File: src/rtl/hssi_rst_seq.sv
// hssi_rst_seq: round-robin serialiser of per-channel reset/ack handshakes.
// One channel at a time: assert, wait ack, hold, release, wait ack low.
module hssi_rst_seq #(
   parameter int NUM_CH   = 4,
   parameter int MIN_HOLD = 16,
   parameter int TIMEOUT  = 4096
) (
   input  logic              i_clk,
   input  logic              i_rst,
   input  logic [NUM_CH-1:0] i_req,
   input  logic [NUM_CH-1:0] i_ack,
   output logic [NUM_CH-1:0] o_rst,
   output logic [NUM_CH-1:0] o_done,
   output logic [NUM_CH-1:0] o_timeout,
   output logic              o_busy
);
   localparam int PW = NUM_CH > 1 ? $clog2(NUM_CH) : 1;
   localparam int CW = $clog2(TIMEOUT + 1);
   localparam logic [CW-1:0] TMO_LAST  = CW'(TIMEOUT - 1);
   localparam logic [CW-1:0] HOLD_LAST = CW'(MIN_HOLD > 0 ? MIN_HOLD - 1 : 0);
   typedef enum logic [2:0] {IDLE, ASSERT, HOLD, RELEASE, ABORT} state_t;
   state_t            state_q, state_d;
   logic [PW-1:0]     ptr_q, ptr_d, gnt_q, gnt_d, sel;
   logic [CW-1:0]     cnt_q, cnt_d;
   logic [NUM_CH-1:0] pend_q, pend_d, rst_q, rst_d, done_q, done_d, tmo_q, tmo_d;
   logic              ack;
   // first pending channel at or after the pointer, wrapping
   function automatic logic [PW-1:0] pick(input logic [NUM_CH-1:0] p, input logic [PW-1:0] s);
      logic [PW-1:0] j;
      pick = s;
      for (int k = NUM_CH - 1; k >= 0; k--) begin
         j = PW'((int'(s) + k) % NUM_CH);
         if (p[j]) pick = j;
      end
   endfunction
   assign sel = pick(pend_q, ptr_q);
   assign ack = i_ack[gnt_q];
   always_comb begin
      state_d = state_q;
      ptr_d   = ptr_q;
      gnt_d   = gnt_q;
      rst_d   = rst_q;
      done_d  = '0;
      pend_d  = pend_q | i_req;
      tmo_d   = tmo_q & ~i_req;
      unique case (state_q)
         IDLE: if (|pend_q) begin
            state_d = ASSERT;
            gnt_d   = sel;
            ptr_d   = sel == PW'(NUM_CH - 1) ? '0 : sel + 1'b1;
            rst_d   = NUM_CH'(1) << sel;
            pend_d  = (pend_q & ~(NUM_CH'(1) << sel)) | i_req;
         end
         ASSERT: if (ack) begin
            state_d = MIN_HOLD == 0 ? RELEASE : HOLD;
            rst_d   = MIN_HOLD == 0 ? '0 : rst_q;
         end else if (cnt_q == TMO_LAST) begin
            state_d = ABORT;
            rst_d   = '0;
         end
         HOLD: if (cnt_q == HOLD_LAST) begin
            state_d = RELEASE;
            rst_d   = '0;
         end
         RELEASE: if (!ack) begin
            state_d = IDLE;
            done_d  = NUM_CH'(1) << gnt_q;
         end else if (cnt_q == TMO_LAST) begin
            state_d = ABORT;
         end
         ABORT: begin
            state_d = IDLE;
            rst_d   = '0;
            tmo_d   = (tmo_q | (NUM_CH'(1) << gnt_q)) & ~i_req;
         end
         default: state_d = IDLE;
      endcase
      cnt_d = state_d != state_q ? '0 : (&cnt_q ? cnt_q : cnt_q + 1'b1);
   end
   always_ff @(posedge i_clk) begin
      if (i_rst) begin
         state_q <= IDLE;
         ptr_q   <= '0;
         gnt_q   <= '0;
         cnt_q   <= '0;
         pend_q  <= '1;
         rst_q   <= '0;
         done_q  <= '0;
         tmo_q   <= '0;
      end else begin
         state_q <= state_d;
         ptr_q   <= ptr_d;
         gnt_q   <= gnt_d;
         cnt_q   <= cnt_d;
         pend_q  <= pend_d;
         rst_q   <= rst_d;
         done_q  <= done_d;
         tmo_q   <= tmo_d;
      end
   end
   assign o_rst     = rst_q;
   assign o_done    = done_q;
   assign o_timeout = tmo_q;
   assign o_busy    = state_q != IDLE;
endmodule

File: config.mk
export PLATFORM = sky130hd
export DESIGN_NAME = hssi_rst_seq
export DESIGN_NICKNAME = d
export VERILOG_FILES = /design/src/rtl/hssi_rst_seq.sv
export SDC_FILE = /design/constraint.sdc
export NUM_CORES = 1
export LEC_CHECK = 0
export BUFFER_PORTS_ARGS = -buffer_cell sky130_fd_sc_hd__buf_2
export CAP_MARGIN = 20
export CORE_UTILIZATION = 39
export CTS_CLUSTER_SIZE = 40
export DETAILED_ROUTE_END_ITERATION = 7
export GPL_TIMING_DRIVEN = 0
export SYNTH_ARGS = -nofsm -noshare
export SYNTH_HDL_FRONTEND = slang
export SYNTH_SLANG_ARGS = --single-unit
File: constraint.sdc
create_clock -name i_clk -period 4 [get_ports i_clk]
set_clock_uncertainty 0.1 [all_clocks]
set_input_delay 0.4 -clock i_clk [delete_from_list [all_inputs] [get_ports i_clk]]
set_output_delay 0.4 -clock i_clk [all_outputs]
set_load 0.03 [all_outputs]
==> flow_summary_export.csv <==
group,metric,value,unit
cts,cts_made_buffers,5,
cts,cts-root-buf,"clkbuf_8",
drt,drtPass1Iterations,6,
critical_path,r2r_start,"gnt_q[0]",
critical_path,crit_chain,"mux4_2, xnor2_1, and3_1, a21oi_1, buf_2, nor3_1",
drt,drc,0,
status,outcome,"complete, no violations",
sta,setup-violations-final,0,
yosys,synth_edf_count,0,
finish,diodes,0,
finish,fin_area,0.00200,sq mm
yosys,avgSynthCellArea,8.59,sq um
cts,cts_tree,"built",
finish,register_area,721,sq um
sta,hold_violations,0,
cts,cts.clk_slew.worst_paths,80,ps
power_and_ir_drop,leakage,0.772,nW
yosys,netlist_instances,200,
sta,worst_pin_slew,805,ps
critical_path,worst_ep_arrival_time,2390,ps
power_and_ir_drop,powerDensity,535,mW/mm^2
critical_path,path_delay_family,"multiplexers",
critical_path,worstSetupEndpointType,"flop",
yosys,yosys_most_used_dff,"dfxtp_1",
global_routing,grt_use_total,16.7,%
finish,multi_input_area,921,sq um
finish,n_fill_cell,418,
cts,cts-htree-levels,2,
critical_path,critPathKind,"reg2reg",
critical_path,setup.worst_path.start,"gnt_q[0]",
cts,cts.sinks,36,
yosys,ys_ff_latch,36,
global_routing,grt_pass1_wl,5750,um
critical_path,max_stage_delay,600,ps
critical_path,critPathRequiredTime,4080,ps
sta,finalSetupTns,0,ps
finish,synthToLayoutAreaGrowth,16.5,%
cts,post-cts-setup-buffers,0,
cts,cts_resized,0,
critical_path,critPathMaxFanout,10,
placed_design,dpl-instance-area,0.00189,sq mm
yosys,synth_nets,215,
die,start_util,41.7,%
yosys,synth_top_area_cell,"dfxtp_1",
critical_path,critical-path-slowest-cell,"mux4_2",
placed_design,hpwl,2690,um
drt,ant_nets,0,
power_and_ir_drop,ir_drop,0.000258,V
drt,vias_per_cell,5.31,
finish,nNetsFinal,244,
critical_path,path_buf_inv,1,
die,num_rows,23,
sta,post-route-min-period,2310,ps
die,boundaryPins,23,
run,cap_violations,0,
sta,fin_crit_sh,57.9,%
die,dieArea,0.00467,sq mm
die,die_w,68.4,um
yosys,syn-cell-area,0.00172,sq mm
yosys,synth_cell_type_count,44,
yosys,synth_top_area_share,42.0,%
finish,drive_gt1_share,16.1,%
die,core_area,0.00412,sq mm
die,fp.dieH,68.4,um
finish,finish.utilization,48.6,%
drt,drt-total-wl,3670,um
yosys,ys_warn_count,0,
global_routing,antenna_found_initial,0,
yosys,ys_seq_area_share,42.0,%
worst_hold_path,worstHoldPathType,"in2reg",
sta,maxSlewHeadroom,45.9,%
global_routing,grt_pass1_vias,1262,
placed_design,gp_congestion,0.806,
placed_design,numPortBuffers,22,
worst_hold_path,hold_path_startpoint,"i_req[0]",
global_routing,grt_max_degree,13,
cts,ctsHoldBuffers,0,
global_routing,grt-ovfl-total,0,
drt,drt_iter0_drc,53,
sta,rsz0062_at_grt,"no",
yosys,ys_async_sr_fraction,0,%
yosys,yosys-top-cells-area,"dfxtp_1 (42%), nor2_1 (6.1%), nor3_1 (3.8%), ha_1 (3.6%), xor2_1 (3.6%)",
drt,vias,1487,
sta,slew_violations,0,
cts,clock_path_buffers,2,
sta,fmax,0.432,GHz
drt,wl_per_cell,13.1,um
cts,clk_latency,290,ps
critical_path,cp-start-kind,"flop",
==> routing by layer <==
metal  vias to the layer above  GRT usage (%)  part of all wire (%)
met1                       688           21.3                    49
met4                         0           8.07                   1.1
li1                        770              -                     -
met5                         -              0                     0
met3                         6           3.50                   3.5
met2                        23           26.6                    46
==> worst reg2reg max path, delay by kind of cell (launching register included) <==
family,cells,cell delay (ps)
DFF,1,460
muxes,1,600
xor gates and xnor gates,1,170
and+or+nand+nor,2,330
buffers and inverters,1,280
AOI/OAI and AO/OA,1,270
==> power breakdown <==
group,switching [W],total [W],internal [W]
logic,0.000198,0.000320,0.000122
registers,0.0000343,0.000431,0.000397
clock network,0.000136,0.000321,0.000184
total,0.000369,0.00107,0.000703
==> placed cells by master (no fill, tap or decap), drive strengths merged, types with 2 or more instances in the layout <==
cell type	instances
a211oi	3
a21oi	9
a31oi	5
a32o	3
and2	2
and3	2
buf	23
clkbuf	13
dfxtp	36
ha	5
inv	11
mux2i	2
nand2	13
nand2b	2
nand3	8
nand4	2
nand4b	2
nor2	28
nor2b	4
nor3	13
nor4	2
o2111ai	3
o21ai	5
or3	4
or4	2
xnor2	4
xor2	7
==> synthesized netlist by cell type (4+ instances only) <==
| cell type | instances |
|---|---|
| nor2b_1 | 4 |
| or3_1 | 4 |
| nand3_1 | 8 |
| ha_1 | 5 |
| nand2_1 | 13 |
| a31oi_1 | 5 |
| clkbuf_1 | 8 |
| o21ai_0 | 5 |
| a21oi_1 | 9 |
| inv_1 | 11 |
| nor3_1 | 13 |
| xor2_1 | 7 |
| nor2_1 | 28 |
| xnor2_1 | 4 |
| dfxtp_1 | 36 |
==> per-stage QoR <==
stage / total power (W) / cells / hold slack, ps / setup WS, ps
after floorplan: 0.000675 / 200 / 379 / 2030
after global placement: 0.000758 / 272 / 356 / 1660
after detailed placement: 0.000758 / 272 / 359 / 1690
after CTS: 0.00108 / 280 / 177 / 1680
after global routing: 0.00113 / 280 / 182 / 1560
final: 0.00107 / 280 / 178 / 1690
==> layout make-up <==
class                      instances  area share, %
inverter                          11           2.06
sequential                        36           36.0
clock buffer                       5           3.44
tap                               50           3.13
multi-input combinational        144           46.0
timing repair buffer              22           5.50
buffer                             9           1.75
clock inverter                     3           2.13
==> final timing paths <==
check	end	slack (ps)	cells past startpoint
hold reg to reg	o_rst[3]	360	2
setup reg to reg	cnt_q[2]	1690	6
setup / recovery	cnt_q[2]	1690	6
hold / removal	o_timeout[0]	180	2
==> registers in the layout (all words and copies together), names as in the netlist <==
name,count
cnt_q,13
state_q,3
o_done,4
pend_q,4
o_rst,4
gnt_q,2
ptr_q,2
o_timeout,4
==> kinds of logic (layout without fill, tap and decap cells) <==
kind of cell,count (synthesis),count (layout),share of synthesized area (%)
simple gates,86,86,25.1
compound gates,39,39,16.8
flops,36,36,42.0
buf+inv,20,50,4.44
xor+xnor,11,11,5.61
fa+ha+maj,5,5,3.64
mux,3,3,2.48
No activity file was read; power rests on OpenSTA's default activity.
